**src/rtl/pipe_idstage_pkg.sv**
```systemverilog
// pipe_idstage_pkg: opcodes, funct codes, ALU/pcsrc encodings and ID-stage types
package pipe_idstage_pkg;
  localparam logic [5:0] OP_R = 6'h00, OP_J = 6'h02, OP_JAL = 6'h03, OP_BEQ = 6'h04, OP_BNE = 6'h05;
  localparam logic [5:0] OP_ADDI = 6'h08, OP_ANDI = 6'h0c, OP_ORI = 6'h0d, OP_XORI = 6'h0e;
  localparam logic [5:0] OP_LUI = 6'h0f, OP_LW = 6'h23, OP_SW = 6'h2b;
  localparam logic [5:0] F_SLL = 6'h00, F_SRL = 6'h02, F_SRA = 6'h03, F_JR = 6'h08;
  localparam logic [5:0] F_ADD = 6'h20, F_SUB = 6'h22, F_AND = 6'h24, F_OR = 6'h25, F_XOR = 6'h26;
  localparam logic [3:0] ALU_ADD = 4'b0000, ALU_SUB = 4'b0100, ALU_AND = 4'b0001, ALU_OR = 4'b0101;
  localparam logic [3:0] ALU_XOR = 4'b0010, ALU_LUI = 4'b0110, ALU_SLL = 4'b0011, ALU_SRL = 4'b0111;
  localparam logic [3:0] ALU_SRA = 4'b1111;
  localparam logic [1:0] PC_PC4 = 2'd0, PC_BPC = 2'd1, PC_JR = 2'd2, PC_JPC = 2'd3;
  typedef enum logic {RUN, LDSTALL} state_t;
  typedef struct packed {
    logic       wreg;
    logic       m2reg;
    logic       wmem;
    logic       aluimm;
    logic       shift;
    logic       jal;
    logic [3:0] aluc;
  } ctrl_t;
endpackage

```
**src/rtl/pipe_idstage_if.sv**
```systemverilog
// pipe_idstage_if: IF/EX/MEM-facing signals of the decode stage
interface pipe_idstage_if;
  logic [31:0] finst, fpc4, qa, qb, ealu, malu, mmo;
  logic [4:0]  ern, mrn;
  logic        ewreg, em2reg, mwreg, mm2reg;
  logic [4:0]  rs, rt, drn;
  logic        wpcir, dwreg, dm2reg, dwmem, daluimm, dshift, djal;
  logic [1:0]  pcsrc;
  logic [3:0]  daluc;
  logic [31:0] bpc, jpc, da, db, dimm, dpc4;
  logic [15:0] stall_cnt;
  modport slave (
    input  finst, fpc4, qa, qb, ealu, malu, mmo, ern, mrn, ewreg, em2reg, mwreg, mm2reg,
    output rs, rt, drn, wpcir, dwreg, dm2reg, dwmem, daluimm, dshift, djal, pcsrc, daluc,
    output bpc, jpc, da, db, dimm, dpc4, stall_cnt
  );
  modport master (
    output finst, fpc4, qa, qb, ealu, malu, mmo, ern, mrn, ewreg, em2reg, mwreg, mm2reg,
    input  rs, rt, drn, wpcir, dwreg, dm2reg, dwmem, daluimm, dshift, djal, pcsrc, daluc,
    input  bpc, jpc, da, db, dimm, dpc4, stall_cnt
  );
endinterface

```
**src/rtl/pipe_idctrl.sv**
```systemverilog
// pipe_idctrl: combinational instruction decoder for the ID stage
module pipe_idctrl
  import pipe_idstage_pkg::*;
(
  input  logic [31:0] inst,
  input  logic        equ,
  output ctrl_t       ctrl,
  output logic [1:0]  pcsrc,
  output logic [31:0] imm,
  output logic [4:0]  rn,
  output logic        use_rs,
  output logic        use_rt
);
  logic [5:0] op, fn;
  logic r, i_add, i_sub, i_and, i_or, i_xor, i_sll, i_srl, i_sra, i_jr;
  logic i_addi, i_andi, i_ori, i_xori, i_lui, i_lw, i_sw, i_beq, i_bne, i_j, i_jal;
  logic r_alu, shift, i_alu, sext;
  assign op = inst[31:26];
  assign fn = inst[5:0];
  assign r = op == OP_R;
  assign i_add = r & (fn == F_ADD);
  assign i_sub = r & (fn == F_SUB);
  assign i_and = r & (fn == F_AND);
  assign i_or = r & (fn == F_OR);
  assign i_xor = r & (fn == F_XOR);
  assign i_sll = r & (fn == F_SLL);
  assign i_srl = r & (fn == F_SRL);
  assign i_sra = r & (fn == F_SRA);
  assign i_jr = r & (fn == F_JR);
  assign i_addi = op == OP_ADDI;
  assign i_andi = op == OP_ANDI;
  assign i_ori = op == OP_ORI;
  assign i_xori = op == OP_XORI;
  assign i_lui = op == OP_LUI;
  assign i_lw = op == OP_LW;
  assign i_sw = op == OP_SW;
  assign i_beq = op == OP_BEQ;
  assign i_bne = op == OP_BNE;
  assign i_j = op == OP_J;
  assign i_jal = op == OP_JAL;
  assign r_alu = i_add | i_sub | i_and | i_or | i_xor;
  assign shift = i_sll | i_srl | i_sra;
  assign i_alu = i_addi | i_andi | i_ori | i_xori | i_lui;
  assign sext = i_addi | i_lw | i_sw | i_beq | i_bne;
  assign rn = i_jal ? 5'd31 : r ? inst[15:11] : inst[20:16];
  // writes to $0 are dropped here so an all-zero word (sll $0) is a true NOP
  assign ctrl.wreg = (r_alu | shift | i_alu | i_lw | i_jal) & (rn != 5'd0);
  assign ctrl.m2reg = i_lw;
  assign ctrl.wmem = i_sw;
  assign ctrl.aluimm = i_alu | i_lw | i_sw;
  assign ctrl.shift = shift;
  assign ctrl.jal = i_jal;
  assign ctrl.aluc = (i_sub | i_beq | i_bne) ? ALU_SUB : (i_and | i_andi) ? ALU_AND :
                     (i_or | i_ori) ? ALU_OR : (i_xor | i_xori) ? ALU_XOR : i_lui ? ALU_LUI :
                     i_sll ? ALU_SLL : i_srl ? ALU_SRL : i_sra ? ALU_SRA : ALU_ADD;
  assign imm = {{16{sext & inst[15]}}, inst[15:0]};
  assign use_rs = r_alu | i_jr | i_addi | i_andi | i_ori | i_xori | i_lw | i_sw | i_beq | i_bne;
  assign use_rt = r_alu | shift | i_sw | i_beq | i_bne;
  assign pcsrc = i_jr ? PC_JR : (i_j | i_jal) ? PC_JPC :
                 ((i_beq & equ) | (i_bne & ~equ)) ? PC_BPC : PC_PC4;
endmodule

```
**src/rtl/pipe_idstage.sv**
```systemverilog
// pipe_idstage: IF/ID register, forwarding, load-use stall FSM and branch resolution
module pipe_idstage
  import pipe_idstage_pkg::*;
(
  input logic            clk,
  input logic            clrn,
  pipe_idstage_if.slave  b
);
  logic [31:0] dinst, dpc4;
  logic [15:0] cnt;
  logic [4:0]  rs, rt;
  logic        equ, use_rs, use_rt, hazard, wpcir, flush;
  state_t      state;
  ctrl_t       c;
  assign rs = dinst[25:21];
  assign rt = dinst[20:16];
  assign b.rs = rs;
  assign b.rt = rt;
  assign b.da = (b.ewreg & ~b.em2reg & (b.ern != 5'd0) & (b.ern == rs)) ? b.ealu :
                (b.mwreg & (b.mrn != 5'd0) & (b.mrn == rs)) ? (b.mm2reg ? b.mmo : b.malu) : b.qa;
  assign b.db = (b.ewreg & ~b.em2reg & (b.ern != 5'd0) & (b.ern == rt)) ? b.ealu :
                (b.mwreg & (b.mrn != 5'd0) & (b.mrn == rt)) ? (b.mm2reg ? b.mmo : b.malu) : b.qb;
  assign equ = b.da == b.db;
  pipe_idctrl u_ctrl (
    .inst(dinst), .equ(equ), .ctrl(c), .pcsrc(b.pcsrc), .imm(b.dimm), .rn(b.drn),
    .use_rs(use_rs), .use_rt(use_rt)
  );
  assign hazard = b.ewreg & b.em2reg & (b.ern != 5'd0) &
                  ((use_rs & (b.ern == rs)) | (use_rt & (b.ern == rt)));
  assign wpcir = !(state == RUN && hazard);
  assign flush = wpcir & (b.pcsrc != PC_PC4);
  assign b.wpcir = wpcir;
  assign b.dwreg = c.wreg & wpcir;
  assign b.dm2reg = c.m2reg & wpcir;
  assign b.dwmem = c.wmem & wpcir;
  assign b.djal = c.jal & wpcir;
  assign b.daluimm = c.aluimm;
  assign b.dshift = c.shift;
  assign b.daluc = c.aluc;
  assign b.dpc4 = dpc4;
  assign b.stall_cnt = cnt;
  assign b.bpc = dpc4 + {{14{dinst[15]}}, dinst[15:0], 2'b00};
  assign b.jpc = {dpc4[31:28], dinst[25:0], 2'b00};
  always_ff @(posedge clk or posedge clrn)
    if (clrn) begin
      dinst <= '0;
      dpc4 <= '0;
      cnt <= '0;
      state <= RUN;
    end else begin
      state <= (state == RUN && hazard) ? LDSTALL : RUN;
      if (flush) begin
        dinst <= '0;
        dpc4 <= '0;
      end else if (wpcir) begin
        dinst <= b.finst;
        dpc4 <= b.fpc4;
      end
      if (!wpcir && cnt != 16'hFFFF) cnt <= cnt + 16'd1;
    end
endmodule

```
**src/flat_wrapper.sv**
```systemverilog
// flat-port wrapper written by rule: the top's interface ports become plain ports
module pipe_idstage_flat import pipe_idstage_pkg::*;
  (clk, clrn, b_finst, b_fpc4, b_qa, b_qb, b_ealu, b_malu, b_mmo, b_ern, b_mrn, b_ewreg, b_em2reg, b_mwreg, b_mm2reg, b_rs, b_rt, b_drn, b_wpcir, b_dwreg, b_dm2reg, b_dwmem, b_daluimm, b_dshift, b_djal, b_pcsrc, b_daluc, b_bpc, b_jpc, b_da, b_db, b_dimm, b_dpc4, b_stall_cnt);
  pipe_idstage_if b_i ();
  input logic clk;
  input logic clrn;
  input wire logic [$bits(b_i.finst)-1:0] b_finst;
  input wire logic [$bits(b_i.fpc4)-1:0] b_fpc4;
  input wire logic [$bits(b_i.qa)-1:0] b_qa;
  input wire logic [$bits(b_i.qb)-1:0] b_qb;
  input wire logic [$bits(b_i.ealu)-1:0] b_ealu;
  input wire logic [$bits(b_i.malu)-1:0] b_malu;
  input wire logic [$bits(b_i.mmo)-1:0] b_mmo;
  input wire logic [$bits(b_i.ern)-1:0] b_ern;
  input wire logic [$bits(b_i.mrn)-1:0] b_mrn;
  input wire logic [$bits(b_i.ewreg)-1:0] b_ewreg;
  input wire logic [$bits(b_i.em2reg)-1:0] b_em2reg;
  input wire logic [$bits(b_i.mwreg)-1:0] b_mwreg;
  input wire logic [$bits(b_i.mm2reg)-1:0] b_mm2reg;
  output wire logic [$bits(b_i.rs)-1:0] b_rs;
  output wire logic [$bits(b_i.rt)-1:0] b_rt;
  output wire logic [$bits(b_i.drn)-1:0] b_drn;
  output wire logic [$bits(b_i.wpcir)-1:0] b_wpcir;
  output wire logic [$bits(b_i.dwreg)-1:0] b_dwreg;
  output wire logic [$bits(b_i.dm2reg)-1:0] b_dm2reg;
  output wire logic [$bits(b_i.dwmem)-1:0] b_dwmem;
  output wire logic [$bits(b_i.daluimm)-1:0] b_daluimm;
  output wire logic [$bits(b_i.dshift)-1:0] b_dshift;
  output wire logic [$bits(b_i.djal)-1:0] b_djal;
  output wire logic [$bits(b_i.pcsrc)-1:0] b_pcsrc;
  output wire logic [$bits(b_i.daluc)-1:0] b_daluc;
  output wire logic [$bits(b_i.bpc)-1:0] b_bpc;
  output wire logic [$bits(b_i.jpc)-1:0] b_jpc;
  output wire logic [$bits(b_i.da)-1:0] b_da;
  output wire logic [$bits(b_i.db)-1:0] b_db;
  output wire logic [$bits(b_i.dimm)-1:0] b_dimm;
  output wire logic [$bits(b_i.dpc4)-1:0] b_dpc4;
  output wire logic [$bits(b_i.stall_cnt)-1:0] b_stall_cnt;
  assign b_i.finst = b_finst;
  assign b_i.fpc4 = b_fpc4;
  assign b_i.qa = b_qa;
  assign b_i.qb = b_qb;
  assign b_i.ealu = b_ealu;
  assign b_i.malu = b_malu;
  assign b_i.mmo = b_mmo;
  assign b_i.ern = b_ern;
  assign b_i.mrn = b_mrn;
  assign b_i.ewreg = b_ewreg;
  assign b_i.em2reg = b_em2reg;
  assign b_i.mwreg = b_mwreg;
  assign b_i.mm2reg = b_mm2reg;
  assign b_rs = b_i.rs;
  assign b_rt = b_i.rt;
  assign b_drn = b_i.drn;
  assign b_wpcir = b_i.wpcir;
  assign b_dwreg = b_i.dwreg;
  assign b_dm2reg = b_i.dm2reg;
  assign b_dwmem = b_i.dwmem;
  assign b_daluimm = b_i.daluimm;
  assign b_dshift = b_i.dshift;
  assign b_djal = b_i.djal;
  assign b_pcsrc = b_i.pcsrc;
  assign b_daluc = b_i.daluc;
  assign b_bpc = b_i.bpc;
  assign b_jpc = b_i.jpc;
  assign b_da = b_i.da;
  assign b_db = b_i.db;
  assign b_dimm = b_i.dimm;
  assign b_dpc4 = b_i.dpc4;
  assign b_stall_cnt = b_i.stall_cnt;
  pipe_idstage u_core (.clk(clk), .clrn(clrn), .b(b_i));
endmodule
```
**config.mk**
```make
export PLATFORM = sky130hd
export DESIGN_NAME = pipe_idstage_flat
export DESIGN_NICKNAME = d
export VERILOG_FILES = /design/src/rtl/pipe_idstage_pkg.sv /design/src/rtl/pipe_idstage_if.sv /design/src/rtl/pipe_idctrl.sv /design/src/rtl/pipe_idstage.sv /design/src/flat_wrapper.sv
export SDC_FILE = /design/constraint.sdc
export NUM_CORES = 1
export LEC_CHECK = 0
export ABC_AREA = 1
export BUFFER_PORTS_ARGS = -buffer_cell sky130_fd_sc_hd__buf_2
export CORE_AREA = 2 2 185 187
export DETAILED_ROUTE_END_ITERATION = 8
export DIE_AREA = 0 0 187 189
export PLACE_DENSITY_LB_ADDON = 0.08
export SKIP_CTS_REPAIR_TIMING = 1
export SYNTH_ARGS = -nofsm -noshare
export SYNTH_HDL_FRONTEND = slang
export SYNTH_SLANG_ARGS = --single-unit
export TNS_END_PERCENT = 30
```
**constraint.sdc**
```tcl
create_clock -name clk -period 4.1 [get_ports clk]
set_input_delay 0.41 -clock clk [delete_from_list [all_inputs] [get_ports clk]]
set_output_delay 0.41 -clock clk [all_outputs]
set_load 0.05 [all_outputs]
```
# Yosys cells after proc, flatten, opt, wreduce, memory -nomap -nowiden
# Cells that the tools add are included.
word_totals:
  n_memories: 0
  elab_cells: 137
  latch_bits: 0
  register_bits: 81
  mem_bits_rw: 0
  inputBits: 240
  rom_bits: 0
  out_inout_bits: 236
op_classes:
  n_eq_ne: 26
  n_reduce_logical: 9
  order_cmp: 0
  div: 0
  n_mux: 23
  addsub: 2
  n_shift: 0
  mul: 0
  bitwise: 73
ops:
  columns: ["operator", "n"]
  rows:
  - ["two-way mux 32 bit", 9]
  - ["== test 6 bit, second input constant", 7]
  - ["OR 1 bit", 40]
  - ["== test 6 x 4 -> 1 bit, second input constant", 6]
  - ["adder 32 bit", 1]
  - ["== test 32 bit", 1]
  - ["two-way mux 4 bit", 8]
  - ["bitwise AND 1 bit", 30]
  - ["== test 6 x 2 -> 1 bit, second input constant", 4]
  - ["== test 5 bit", 4]
  - ["adder 16 x 1 -> 16 bit, second input constant", 1]
  - ["!= test 16 bit, second input constant", 1]
  - ["nonzero test 5 bit", 3]
  - ["== test 6 x 3 -> 1 bit, second input constant", 2]
  - ["zero test 6 bit", 2]
  - ["two-way mux 5 bit", 2]
  - ["two-way mux 2 bit", 2]
  - ["NOT 1 bit", 3]
  - ["logical AND 1 bit", 2]
  - ["two-way mux 1 bit", 2]
  - ["!= test 2 x 1 -> 1 bit, second input constant", 1]
  - ["nonzero test 2 bit", 1]
  - ["zero test 1 bit", 1]

# Longest topological paths before layout
depth:
  depth_word: 22
  ltp_mapped: 23
  mapped_depth_nobuf: 21

# Cells and area by module
# From an unflattened synthesis, not the netlist that was laid out.
unflattened:
  hier_cells: 1747
  hier_area_um2: 10178.5
by_module_without_submodules:
  columns: ["module", "instances", "seq_area_each_um2", "cells_each", "area_each_um2"]
  rows:
  - ["pipe_idstage", 1, 2026.9, 1602, 9361.5]
  - ["pipe_idctrl", 1, 0.0, 145, 817.0]

# Worst setup path after synthesis
# No wires, ideal clock.
synth_path:
  path_kind: "flip-flop to output port"
  from: "register u_core.dpc4[2] (netlist: u_core.b.dpc4[2])"
  to: "output b_bpc[26]"
  path_buffers: 0
  required_time_ns: 3.690
  slack_ns: 0.064
  arrival_ns: 3.626
  path_stages_with_launch: 15
  path_cell_list: "dfrtp_1 -> ha_1 -> inv_1 -> fa_1 -> o21ai_0 -> a21boi_0 -> o21ai_0 -> a21oi_1 -> inv_1 -> nand2_1 -> nand2_1 -> a21oi_1 -> o21ai_0 -> a21oi_1 -> xnor2_1"
synth_between:
  elab_chain_len: 1
synth_rtl:
  columns: ["item", "line", "text"]
  rows:
  - ["start: declaration", "pipe_idstage.sv:9", "logic [31:0] dinst, dpc4;"]
  - ["start signal: assignment", "pipe_idstage.sv:57", "dpc4 <= b.fpc4;"]
  - ["adder 32 bit", "pipe_idstage.sv:42", "assign b.bpc = dpc4 + {{14{dinst[15]}}, dinst[15:0], 2'b00};"]
  - ["end: declaration", "flat_wrapper.sv:32", "output wire logic [$bits(b_i.bpc)-1:0] b_bpc;"]
# No other way between the ends.

# Worst setup path after layout
layout_path:
  from: "register u_core.dinst[1]"
  to: "output b_bpc[22]"
layout_between:
  elab_chain_len: 1
layout_rtl:
  columns: ["item", "line", "text"]
  rows:
  - ["start: declaration", "pipe_idstage.sv:9", null]
  - ["start signal: assignment", "pipe_idstage.sv:56", "dinst <= b.finst;"]
  - ["adder 32 bit", "pipe_idstage.sv:42", null]
# No other way between the ends.

==> results.cfg <==
[floorplan]
start_util = 0.302
io_pins = 476
fp.coreArea_um2 = 33300
chipHeight_um = 189
die_w_um = 187
die-area_um2 = 35300
num_rows = 67

[drt]
dr.pass1.iters = 5
dr_wl_met2_um = 21200
antenna_left = 0
route.met3.wl_um = 2710
drt-initial-drc-count = 721
met1_length_um = 18200
route.vias.total = 12200
wl_um = 42700
top_layer = met5
wire_per_inst_um = 16.7
avgViaCountPerCell = 4.78
drc = 0

[finish]
drive_above_1_share = 0.259
instances_no_fill = 2557
fillCellCount = 3772
final_area_um2 = 12800
final_util = 0.385
nets = 2372
area_delta_synth_final_pct = 27.4

[synthesis]
synth.avg_cell_area_um2 = 5.79
synth_area_leaders = nand2_1, dfrtp_1, nand3_1
synth.distinct_cells = 41
ys_warn_count = 0
async_flop_share = 1.00
synth_most_common_cell = nand2_1
synthTopCellsByCount = nand2_1, inv_1, nand3_1
syn_inst = 1736
synth_top_cell_area_share = 0.246
netlist_area_um2 = 10100
ys_ff_latch = 81
synth_edf_count = 0
ys.flop_type = dfrtp_1
yosysTopAreaCell = nand2_1
synth_seq_area_share = 0.202

[pwr]
internal_power_mw = 1.92
switching_share = 0.493
clkPwrFrac = 0.240
p_leak_nw = 7.77
power_density_nw_per_um2 = 295
power_mw = 3.78
pwr-share-comb = 0.518
sequentialPowerShare = 0.242
peakVddDrop_mv = 0.204
switchingPower_mw = 1.86

[setup_path]
cp_top_family = compound AO/OA/AOI/OAI gates
path_cells = inv_1 > fa_1 > o21ai_1 > a21boi_1 > o21ai_1 > buf_4 > nand4_1 > o211ai_1 > nand3_1 > nand2_1 > nand2_1 > nand2_1 > xor2_1 > buf_2
r2r_start = u_core.dinst[16]$_DFFE_PP0P_
crit_top_cell = nand2_1
critical-path-slowest-cell = dfrtp_1
cpPeakStageDelay_ns = 0.47
critPathCaptureType = primary output
r2r-end = u_core.b.dpc4[17]$_DFFE_PP0P_
cp_num_buf_inv = 3
worstSetupPathType = register to primary output
worst_ep_required_time_ns = 3.69
crit_fanout = 7
reg2reg_slack_ns = 0.55
arrival_ns = 3.43
cp-start-kind = register
rr_worst_depth = 19

[clocking]
clk_pin_slew_ns = 0.06
cts_made_buffers = 9
cts_max_level = 3
cts_sinks = 81
clk_latency_ns = 0.34
cts_buffer_depth = 2
root_buffer = clkbuf_16
cts_tree = built

[grt]
grt_max_degree = 67
gr-total-overflow = 0
grtUsageTotal = 0.233
antenna_found_initial = 9
grt_pass1_vias = 11500
grt_pass1_wl_um = 65500

[sta]
worst_pin_slew_ns = 0.865
maxSlewHeadroom = 0.423
hold_viol = 0
period_needed_ns = 3.84
fin_ws_ns = 0.259
tns_ns = 0
fmax_mhz = 260
drv_slew = 0
rsz0062_at_grt = no
whs_ns = 0.148
fin_skew_ns = 0.00644
fin_crit_sh = 0.937
setup_viol = 0

[placement]
dp.cells = 2538
dp_hpwl_um = 33900
port_buffers = 473
gp_congestion = 0.865
place_ws_ns = 0.248
placed_area_um2 = 12500

[run]
cap_violations = 0

[status]
status = complete, no violations

[hold_path]
holdCritPathClass = input port to asynchronous set/reset pin
## metal layers
| metal | vias up | track usage |
|---|---|---|
| met1 | 5601 | 0.292 |
| met4 | 10 | 0.0485 |
| met5 | - | 0 |
| met2 | 421 | 0.418 |
| li1 | 6166 | - |
| met3 | 35 | 0.0411 |
## power groups by stage
stage	combinational, mW	clock (mW)	sequential, mW
floorplan	1.34	0	1.00
global placement	1.96	0	0.930
detailed placement	1.96	0	0.931
CTS	1.97	0.928	0.917
global route	2.10	0.957	0.924
finish	1.96	0.906	0.915
## kinds of logic after synthesis
group / Yosys count / share of synthesized area
other: 1 / 0.000373
flip-flops: 81 / 0.202
AO/OA/AOI/OAI: 193 / 0.102
multiplexers: 40 / 0.0398
buffers and inverters: 362 / 0.170
AND/OR/NAND/NOR: 971 / 0.397
adder cells (fa/ha/maj): 31 / 0.0393
XOR/XNOR: 57 / 0.0496
## area by class of cell
type                            instances  area (um2)  share of cell area
Antenna cell                            3        7.51            0.000586
Clock buffer                           12         256              0.0200
Clock inverter                          4        75.1             0.00586
Inverter                              214         808              0.0631
Multi-Input combinational cell       1294        6350               0.496
Sequential cell                        81        2030               0.158
Tap cell                              448         561              0.0437
Timing Repair Buffer                  501        2730               0.213
## cell usage in the layout (no fill, tap or decap), drive strengths merged
| cell type | n |
|---|---|
| or2 | 1 |
| mux2i | 40 |
| ha | 30 |
| a21o | 1 |
| a21boi | 2 |
| clkinvlp | 2 |
| conb | 2 |
| xor2 | 35 |
| o21ai | 92 |
| fa | 1 |
| o211ai | 2 |
| a31oi | 7 |
| o21a | 1 |
| a211oi | 1 |
| nor2 | 94 |
| inv | 212 |
| clkinv | 2 |
| dfrtp | 81 |
| nor4 | 8 |
| a221oi | 2 |
| nor3 | 15 |
| nor3b | 2 |
| a41oi | 1 |
| xnor2 | 22 |
| bufinv | 2 |
| diode | 3 |
| a32oi | 1 |
| buf | 501 |
| o21bai | 2 |
| a21oi | 78 |
| nand4 | 10 |
| nand3 | 175 |
| nand3b | 3 |
| nand2 | 663 |
| o2111ai | 3 |
| clkbuf | 12 |
## state kept, by name, indices dropped and copies added, names as in the netlist
register / count
u_core.state: 1
u_core.b.stall_cnt: 16
u_core.b.dpc4: 32
u_core.dinst: 32
## worst max-delay path by stage
stage / from / endpoint / slack (ns) / depth (start not counted)
floorplan: u_core.b.dpc4[2]$_DFFE_PP0P_ / b_bpc[26] / 0.06 / 14
global placement: b_mm2reg / u_core.b.dpc4[19]$_DFFE_PP0P_ / 0.25 / 19
detailed placement: b_mm2reg / u_core.b.dpc4[17]$_DFFE_PP0P_ / 0.25 / 19
CTS: u_core.dinst[1]$_DFFE_PP0P_ / b_bpc[26] / -0.09 / 14
global route: u_core.dinst[16]$_DFFE_PP0P_ / b_pcsrc[0] / 0.01 / 17
finish: u_core.dinst[1]$_DFFE_PP0P_ / b_bpc[22] / 0.26 / 14
No activity file was read; power rests on OpenSTA's default activity.
